==> config.mk <==
export PLATFORM = sky130hd
export DESIGN_NAME = ram_arbiter_flat
export DESIGN_NICKNAME = d
export VERILOG_FILES = /design/src/rtl/ram_arb_pkg.sv /design/src/rtl/ram_arbiter_if.sv /design/src/rtl/arb_rr2.sv /design/src/rtl/ram_arbiter.sv /design/src/flat_wrapper.sv
export SDC_FILE = /design/constraint.sdc
export NUM_CORES = 1
export LEC_CHECK = 0
export ABC_CLOCK_PERIOD_IN_PS = 1500
export BUFFER_PORTS_ARGS = -buffer_cell sky130_fd_sc_hd__buf_2
export CAP_MARGIN = 10
export CORE_AREA = 2 2 49 84
export DETAILED_ROUTE_END_ITERATION = 8
export DIE_AREA = 0 0 51 86
export PLACE_DENSITY = 0.76
export SLEW_MARGIN = 20
export SYNTH_ARGS = -nofsm -noshare
export SYNTH_HDL_FRONTEND = slang
export SYNTH_SLANG_ARGS = --single-unit
==> constraint.sdc <==
create_clock -name clk_i -period 1.5 [get_ports clk_i]
set_clock_uncertainty 0.05 [all_clocks]
set_input_delay 0.3 -clock clk_i [delete_from_list [all_inputs] [get_ports clk_i]]
set_output_delay 0.3 -clock clk_i [all_outputs]
set_load 0.02 [all_outputs]
==> src/rtl/ram_arb_pkg.sv <==
// ============================================================================
// Module  : ram_arb_pkg
// Brief   : Shared types and constants for the two-port RAM arbiter.
// Revision: 1.0 - initial release
// ============================================================================
`default_nettype none

package ram_arb_pkg;

  // Arbiter sequencing: IDLE waits for a request, ACCESS drives the RAM,
  // DATA returns the completion and may re-arbitrate.
  typedef enum logic [1:0] {
    IDLE   = 2'd0,
    ACCESS = 2'd1,
    DATA   = 2'd2
  } state_e;

  // Requester indices into the packed req/we/lock/addr/wdata vectors.
  localparam int REQ_CPU = 0;
  localparam int REQ_DMA = 1;

  // Requester index to one-hot grant vector.
  function automatic logic [1:0] idx2onehot(input logic idx);
    return idx ? 2'b10 : 2'b01;
  endfunction

endpackage

`default_nettype wire

==> src/rtl/ram_arbiter_if.sv <==
// ============================================================================
// Module  : ram_arbiter_if
// Brief   : Requester-side and RAM-side signals of the arbiter, bundled.
//           The slave modport is the arbiter; master is its environment.
// Revision: 1.0 - initial release
// ============================================================================
`default_nettype none

interface ram_arbiter_if #(
  parameter int ADDR_W = 8,
  parameter int DATA_W = 8
);

  logic [1:0]          req;
  logic [1:0]          we;
  logic [1:0]          lock;
  logic [2*ADDR_W-1:0] addr;
  logic [2*DATA_W-1:0] wdata;
  logic [1:0]          gnt;
  logic [1:0]          done;
  logic [DATA_W-1:0]   rdata;
  logic [ADDR_W-1:0]   ram_addr;
  logic [DATA_W-1:0]   ram_data;
  logic                ram_wren;
  logic [DATA_W-1:0]   ram_q;
  logic                busy;

  modport master (
    output req, we, lock, addr, wdata, ram_q,
    input  gnt, done, rdata, ram_addr, ram_data, ram_wren, busy
  );

  modport slave (
    input  req, we, lock, addr, wdata, ram_q,
    output gnt, done, rdata, ram_addr, ram_data, ram_wren, busy
  );

endinterface

`default_nettype wire

==> src/rtl/arb_rr2.sv <==
// ============================================================================
// Module  : arb_rr2
// Brief   : Two-requester round-robin winner select with lock override.
//           ptr_i is the index granted last; on contention the other wins.
// Revision: 1.0 - initial release
// ============================================================================
`default_nettype none

module arb_rr2
  import ram_arb_pkg::*;
(
  input  logic [1:0] req_i,
  input  logic       ptr_i,
  input  logic       hold_i,
  input  logic       owner_i,
  output logic [1:0] win_o
);

  // A held lock pins the grant to the owner; otherwise plain round-robin.
  always_comb begin
    win_o = 2'b00;
    if (hold_i) begin
      win_o = idx2onehot(owner_i);
    end else begin
      case (req_i)
        2'b01:   win_o = 2'b01;
        2'b10:   win_o = 2'b10;
        2'b11:   win_o = idx2onehot(~ptr_i);
        default: win_o = 2'b00;
      endcase
    end
  end

endmodule

`default_nettype wire

==> src/rtl/ram_arbiter.sv <==
// ============================================================================
// Module  : ram_arbiter
// Brief   : Arbitrates CPU (index 0) and DMA (index 1) access to one
//           single-port RAM. One access every two cycles: ACCESS drives the
//           RAM and pulses gnt, DATA pulses done with read data.
//           The RAM read data is captured at the edge that ends ACCESS.
//           Optional: RAM_ARB_LOCK_EN enables bus locking via the lock port.
// Revision: 1.0 - initial release
// ============================================================================
`default_nettype none

module ram_arbiter
  import ram_arb_pkg::*;
#(
  parameter int ADDR_W = 8,
  parameter int DATA_W = 8
) (
  input  logic          clk_i,
  input  logic          rst_ni,
  ram_arbiter_if.slave  bus
);

  state_e              state_q, state_d;
  logic                ptr_q, ptr_d;
  logic                owner_vld_q, owner_vld_d;
  logic                owner_q, owner_d;
  logic [1:0]          gnt_q, gnt_d;
  logic [1:0]          done_q, done_d;
  logic [1:0]          win_q, win_d;
  logic                we_q, we_d;
  logic [DATA_W-1:0]   rdata_q, rdata_d;
  logic [ADDR_W-1:0]   ram_addr_q, ram_addr_d;
  logic [DATA_W-1:0]   ram_data_q, ram_data_d;
  logic                ram_wren_q, ram_wren_d;

  logic                arb_en;
  logic                hold;
  logic [1:0]          win;
  logic                win_idx;

`ifdef RAM_ARB_LOCK_EN
  // The owner keeps the bus only while it still requests and still locks.
  assign hold = owner_vld_q & bus.req[owner_q] & bus.lock[owner_q];
`else
  logic unused_lock;
  assign hold        = 1'b0;
  assign unused_lock = ^{bus.lock, owner_vld_q, owner_q};
`endif

  arb_rr2 u_arb (
    .req_i   (bus.req),
    .ptr_i   (ptr_q),
    .hold_i  (hold),
    .owner_i (owner_q),
    .win_o   (win)
  );

  assign win_idx = win[REQ_DMA];

  // Next-state and registered-output decode; arbitration happens in IDLE/DATA.
  always_comb begin
    state_d     = state_q;
    ptr_d       = ptr_q;
    owner_vld_d = owner_vld_q;
    owner_d     = owner_q;
    gnt_d       = 2'b00;
    done_d      = 2'b00;
    win_d       = win_q;
    we_d        = we_q;
    rdata_d     = rdata_q;
    ram_addr_d  = ram_addr_q;
    ram_data_d  = ram_data_q;
    ram_wren_d  = 1'b0;
    arb_en      = 1'b0;

    case (state_q)
      IDLE: begin
        if (|bus.req) begin
          arb_en  = 1'b1;
          state_d = ACCESS;
        end
      end
      ACCESS: begin
        state_d = DATA;
        done_d  = win_q;
        rdata_d = we_q ? '0 : bus.ram_q;
      end
      DATA: begin
        if (|bus.req) begin
          arb_en  = 1'b1;
          state_d = ACCESS;
        end else begin
          state_d = IDLE;
        end
      end
      default: state_d = IDLE;
    endcase

    if (arb_en) begin
      ptr_d      = win_idx;
      win_d      = win;
      gnt_d      = win;
      we_d       = bus.we[win_idx];
      ram_wren_d = bus.we[win_idx];
      ram_addr_d = win_idx ? bus.addr[2*ADDR_W-1:ADDR_W] : bus.addr[ADDR_W-1:0];
      ram_data_d = win_idx ? bus.wdata[2*DATA_W-1:DATA_W] : bus.wdata[DATA_W-1:0];
`ifdef RAM_ARB_LOCK_EN
      owner_vld_d = bus.lock[win_idx];
      owner_d     = win_idx;
`else
      owner_vld_d = 1'b0;
      owner_d     = 1'b0;
`endif
    end
  end

  // State and output registers; reset lets the CPU win the first contention.
  always_ff @(posedge clk_i or negedge rst_ni) begin
    if (!rst_ni) begin
      state_q     <= IDLE;
      ptr_q       <= 1'b1;
      owner_vld_q <= 1'b0;
      owner_q     <= 1'b0;
      gnt_q       <= 2'b00;
      done_q      <= 2'b00;
      win_q       <= 2'b00;
      we_q        <= 1'b0;
      rdata_q     <= '0;
      ram_addr_q  <= '0;
      ram_data_q  <= '0;
      ram_wren_q  <= 1'b0;
    end else begin
      state_q     <= state_d;
      ptr_q       <= ptr_d;
      owner_vld_q <= owner_vld_d;
      owner_q     <= owner_d;
      gnt_q       <= gnt_d;
      done_q      <= done_d;
      win_q       <= win_d;
      we_q        <= we_d;
      rdata_q     <= rdata_d;
      ram_addr_q  <= ram_addr_d;
      ram_data_q  <= ram_data_d;
      ram_wren_q  <= ram_wren_d;
    end
  end

  assign bus.gnt      = gnt_q;
  assign bus.done     = done_q;
  assign bus.rdata    = rdata_q;
  assign bus.ram_addr = ram_addr_q;
  assign bus.ram_data = ram_data_q;
  assign bus.ram_wren = ram_wren_q;
  assign bus.busy     = (state_q != IDLE);

endmodule

`default_nettype wire

==> src/flat_wrapper.sv <==
// flat-port wrapper written by rule: the top's interface ports become plain ports
module ram_arbiter_flat import ram_arb_pkg::*;
#(
  parameter int ADDR_W = 8,
  parameter int DATA_W = 8
)
  (clk_i, rst_ni, bus_req, bus_we, bus_lock, bus_addr, bus_wdata, bus_ram_q, bus_gnt, bus_done, bus_rdata, bus_ram_addr, bus_ram_data, bus_ram_wren, bus_busy);
  ram_arbiter_if #(.ADDR_W(ADDR_W), .DATA_W(DATA_W)) bus_i ();
  input  logic clk_i;
  input  logic rst_ni;
  input wire logic [$bits(bus_i.req)-1:0] bus_req;
  input wire logic [$bits(bus_i.we)-1:0] bus_we;
  input wire logic [$bits(bus_i.lock)-1:0] bus_lock;
  input wire logic [$bits(bus_i.addr)-1:0] bus_addr;
  input wire logic [$bits(bus_i.wdata)-1:0] bus_wdata;
  input wire logic [$bits(bus_i.ram_q)-1:0] bus_ram_q;
  output wire logic [$bits(bus_i.gnt)-1:0] bus_gnt;
  output wire logic [$bits(bus_i.done)-1:0] bus_done;
  output wire logic [$bits(bus_i.rdata)-1:0] bus_rdata;
  output wire logic [$bits(bus_i.ram_addr)-1:0] bus_ram_addr;
  output wire logic [$bits(bus_i.ram_data)-1:0] bus_ram_data;
  output wire logic [$bits(bus_i.ram_wren)-1:0] bus_ram_wren;
  output wire logic [$bits(bus_i.busy)-1:0] bus_busy;
  assign bus_i.req = bus_req;
  assign bus_i.we = bus_we;
  assign bus_i.lock = bus_lock;
  assign bus_i.addr = bus_addr;
  assign bus_i.wdata = bus_wdata;
  assign bus_i.ram_q = bus_ram_q;
  assign bus_gnt = bus_i.gnt;
  assign bus_done = bus_i.done;
  assign bus_rdata = bus_i.rdata;
  assign bus_ram_addr = bus_i.ram_addr;
  assign bus_ram_data = bus_i.ram_data;
  assign bus_ram_wren = bus_i.ram_wren;
  assign bus_busy = bus_i.busy;
  ram_arbiter #(.ADDR_W(ADDR_W), .DATA_W(DATA_W)) u_core (.clk_i(clk_i), .rst_ni(rst_ni), .bus(bus_i));
endmodule
Word-level counts from Yosys, hierarchy flattened
Cells that the tools add are included.
{ "word_totals": {"word_cells": 36, "reg_bits": 35} }
{ "classes": {"eq_ne": 6, "n_reduce_logical": 4, "order_cmp": 1, "muxes": 15} }
{ "op_table": {"columns": ["operator", "n"], "rows": [
  ["8-bit 2-to-1 mux", 3],
  ["2-bit case mux with 3 select lines", 2],
  ["2-bit 2-to-1 mux", 4],
  ["2-bit equality test (second input constant)", 3],
  ["1-bit 2-to-1 mux", 6],
  ["2-bit by 1-bit equality test with 1-bit output (second input constant)", 2],
  ["2-bit OR reduction", 2],
  ["2-bit logical NOT", 1],
  ["1-bit by 2-bit less-than comparator with 1-bit output (second input constant)", 1],
  ["2-bit by 1-bit inequality test with 1-bit output (second input constant)", 1],
  ["2-bit nonzero test", 1]
]} }

Longest topological paths before layout
{ "logic_depth": {"ltp_word": 5, "mapped_depth": 5, "ltp_nobuf": 4} }

By module
A second synthesis with hierarchy kept.
{ "unflattened": {"hier_cells": 111, "hier_area_um2": 1655.3} }
{ "modules_own_cells": {"columns": ["mod", "cells_per_inst", "instances", "area_per_inst_um2"], "rows": [
  ["ram_arbiter", 104, 1, 1610.3],
  ["arb_rr2", 7, 1, 45.0]
]} }

Least setup slack after synthesis
OpenSTA, ideal clock, no wires.
{ "synth_path": {"kind": "register -> register", "from": "register u_core.ptr_q", "to": "register u_core.ram_addr_q[0], in the netlist u_core.bus.ram_addr[0]", "slack_ns": 0.195, "n_path_buf": 2, "setup_ns": 0.127, "t_required_ns": 1.323, "period_less_slack_ns": 1.305, "arrival_time_ns": 1.128, "stages_incl_launch_ff": 6, "path_cell_list": "dfstp_2 -> nor2b_4 -> buf_6 -> buf_12 -> o32ai_2 -> a21oi_2"} }
{ "synth_via": {"elab_chain_cells": 3} }
{ "synth_rtl": {"columns": ["element", "line", "rtl"], "rows": [
  ["from (decl)", "ram_arbiter.sv:24", "logic ptr_q, ptr_d;"],
  ["from (signal assigned)", "ram_arbiter.sv:134", "ptr_q <= ptr_d;"],
  ["2-bit 2-to-1 mux", "ram_arb_pkg.sv:24", "return idx ? 2'b10 : 2'b01;"],
  ["2-bit case mux with 3 select lines", "arb_rr2.sv:25", "case (req_i)"],
  ["8-bit 2-to-1 mux", "ram_arbiter.sv:105", "ram_addr_d = win_idx ? bus.addr[2*ADDR_W-1:ADDR_W] : bus.addr[ADDR_W-1:0];"],
  ["to (signal assigned)", "ram_arbiter.sv:142", "ram_addr_q <= ram_addr_d;"],
  ["to (decl)", "ram_arbiter.sv:32", "logic [ADDR_W-1:0] ram_addr_q, ram_addr_d;"]
]} }
Every way passes these cells.
A chain may end at the register's enable or synchronous reset.

Worst setup path in the final report
{ "layout_path": {"from": "register u_core.state_q[0]", "to": "output bus_busy"} }
{ "layout_via": {"elab_chain_cells": 1} }
{ "layout_rtl": {"columns": ["element", "line", "rtl"], "rows": [
  ["from (decl)", "ram_arbiter.sv:23", "state_e state_q, state_d;"],
  ["from (signal assigned)", "ram_arbiter.sv:133", "state_q <= state_d;"],
  ["2-bit nonzero test", "ram_arbiter.sv:154", "assign bus.busy = (state_q != IDLE);"],
  ["to (decl)", "flat_wrapper.sv:23", "output wire logic [$bits(bus_i.busy)-1:0] bus_busy;"]
]} }
Every way passes these cells.

==> impl_metrics.json <==
{
  "status": "finished, violations left",
  "violations": "negative hold slack",
  "layout-drive-gt1-share_pct": 53.0,
  "dp_cells": 257,
  "dpl.hpwl_um": 2600,
  "drc_errors": 0,
  "vias": 1291,
  "cts_tree": "yes",
  "synth_top_area_share_pct": 53.1,
  "syn_area_per_cell_um2": 11.7,
  "synth.distinct_cells": 25,
  "synthToLayoutAreaGrowth_pct": 31.5,
  "path_delay_family": "flip-flops",
  "min_period_ns": 1.46,
  "cts_resized": 0,
  "critPathRequiredTime_ns": 1.15,
  "n_antenna_cell": 0,
  "finalCritPeriodShare_pct": 97.5,
  "syn_area_mm2": 0.00160,
  "cts_buffers": 5,
  "num-nets-final": 266,
  "grt_antenna_before_repair": 0,
  "critPathKind": "flop to primary output",
  "grt-busiest-layer": "met2",
  "start_kind": "flop",
  "worstPathCellList": "or2_2 -> buf_6",
  "die_w_um": 51,
  "yosys.area.top_type": "dfrtp_1",
  "grt_pass1_vias": 1293,
  "drt_wl_total_um": 3380,
  "dieHeight_um": 86,
  "layout.cells.non_filler": 265,
  "maxCapViolations": 0,
  "use_met3_pct": 5.23,
  "place_area_mm2": 0.00202,
  "clkSlewWorstSetupHoldPaths_ns": 0.07,
  "hold_viol_final": 19,
  "ys_seq_area_share_pct": 54.7,
  "place_congestion": 0.679,
  "antenna_left": 0,
  "cts_setup_buffers": 0,
  "ys_warn_count": 0,
  "grt_use_met2_pct": 29.4,
  "grt_pass1_wl_um": 5400,
  "setup_viol": 0,
  "fmax_ghz": 0.684,
  "hold_slack_ns": -0.00847,
  "worst_slew_pin_slew_ns": 0.569,
  "drt_iter0_markers": 20,
  "power_leakage_nw": 1.07,
  "viasPerCell": 4.87,
  "drt_first_pass_iters": 4,
  "num_io_pins": 78,
  "start_util_pct": 43.7,
  "root_buffer": "clkbuf_8",
  "grt_max_degree": 36,
  "rows": 29,
  "rsz0062_at_grt": "no",
  "clock_latency_ns": 0.28,
  "grtUsageTotal_pct": 16.5,
  "synth_area_leaders": "dfrtp_1 53%, o32ai_2 9.1%, a21oi_2 4.9%, inv_1 4.7%, nand2b_1 3.9%",
  "core_area_mm2": 0.00366,
  "h-tree-depth": 2,
  "clock_path_buffers": 2,
  "final_cell_area_mm2": 0.00211,
  "syn_nets": 185,
  "wl_per_cell_um": 12.8,
  "hold_path_class": "input port to asynchronous set/reset pin",
  "worst-path-buf-inv": 1,
  "cpMaxStageDelayCell": "dfrtp_1",
  "numPortBuffers": 75,
  "slew_headroom_pct": 62.0,
  "grt-ovfl-total": 0,
  "ys_seq_elements": 35,
  "crit_path_end_kind": "primary output",
  "critPathArrivalTime_ns": 1.11,
  "power_density_mw_per_mm2": 1350,
  "syn_inst": 137,
  "tns_ns": 0,
  "cp_max_fo": 5,
  "slew_viol_final": 0,
  "use_met1_pct": 17.0,
  "ir_worst_vdd_uv": 768,
  "cts_hold_buf": 0,
  "cpPeakStageDelay_ns": 0.41,
  "die_area_mm2": 0.00439,
  "cts.sinks": 35
}
report_power, final:
part | switching (mW) | total, mW | leakage, nW | internal (mW)
Clock | 0.323 | 0.640 | 0.0477 | 0.317
Sequential | 0.114 | 1.26 | 0.416 | 1.15
Combinational | 0.552 | 0.934 | 0.608 | 0.382
cell usage after synthesis, drive strengths merged:
cell type  count
inv           21
nor2           3
nand2          9
nor2b          2
o21ai         10
or2            1
o32ai         16
o22ai          1
a21oi         16
dfrtp         34
nand3b         1
buf            9
nand2b        10
dfstp          1
a221o          1
o21ba          1
a22o           1
worst paths after layout:
kind                                          start                      to  slack, ns  cells after the start
worst max register to register         u_core.ptr_q             u_core.we_q       0.14                      4
worst min-delay path                         rst_ni       u_core.state_q[0]     -0.008                      2
max in group asynchronous                    rst_ni            u_core.ptr_q       1.08                      2
min in group clk_i                     bus_addr[14]  u_core.bus.ram_addr[6]       0.18                      3
worst min register to register  u_core.bus.rdata[0]     u_core.bus.rdata[0]       0.42                      2
worst max-delay path              u_core.state_q[0]                bus_busy       0.04                      2
logic make-up after synthesis:
kind of cell | after synthesis | share of synthesized area, %
flops | 35 | 54.7
buf+inv | 30 | 10.5
compound gates | 46 | 25.4
simple gates | 26 | 9.29
metrics by stage:
step,power [mW],util (%),worst slack (ns),hold WS [ns]
global placement,2.20,55.1,0.175,0.310
floorplan,1.89,-,0.195,-0.0456
detailed placement,2.22,55.1,0.147,0.310
global route,3.00,57.5,0.00204,0.0286
CTS,2.86,57.4,0.0194,0.000794
finish,2.84,57.5,0.0373,-0.00847
layout make-up:
type / instances / area [µm²]
Tap cell: 46 / 57.6
Clock inverter: 3 / 15.0
Inverter: 21 / 78.8
Multi-Input combinational cell: 72 / 557
Timing Repair Buffer: 83 / 454
Fill cell: 346 / 1560
Clock buffer: 5 / 68.8
Sequential cell: 35 / 877
flip-flops by register name, summed over array words and instances (netlist names), 2 cells and up:
register / cells
u_core.bus.ram_addr: 8
u_core.bus.ram_data: 8
u_core.bus.rdata: 8
u_core.bus.done: 2
u_core.bus.gnt: 2
u_core.state_q: 2
u_core.win_q: 2
metal layers:
layer | share of wire [%] | up-vias
met4 | 1.3 | 0
met2 | 51 | 59
li1 | - | 627
met1 | 40 | 601
met3 | 7.8 | 4
met5 | 0 | -
layout by cell type (no fill, tap or decap), types with 9 or more instances in the layout:
cell type   n
buf_2      74
dfrtp_1    34
inv_1      20
nand2b_1   10
o21ai_0    10
nand2_1     9
o32ai_2     9
a21oi_2     9
Power figures use the tool's default switching activity.
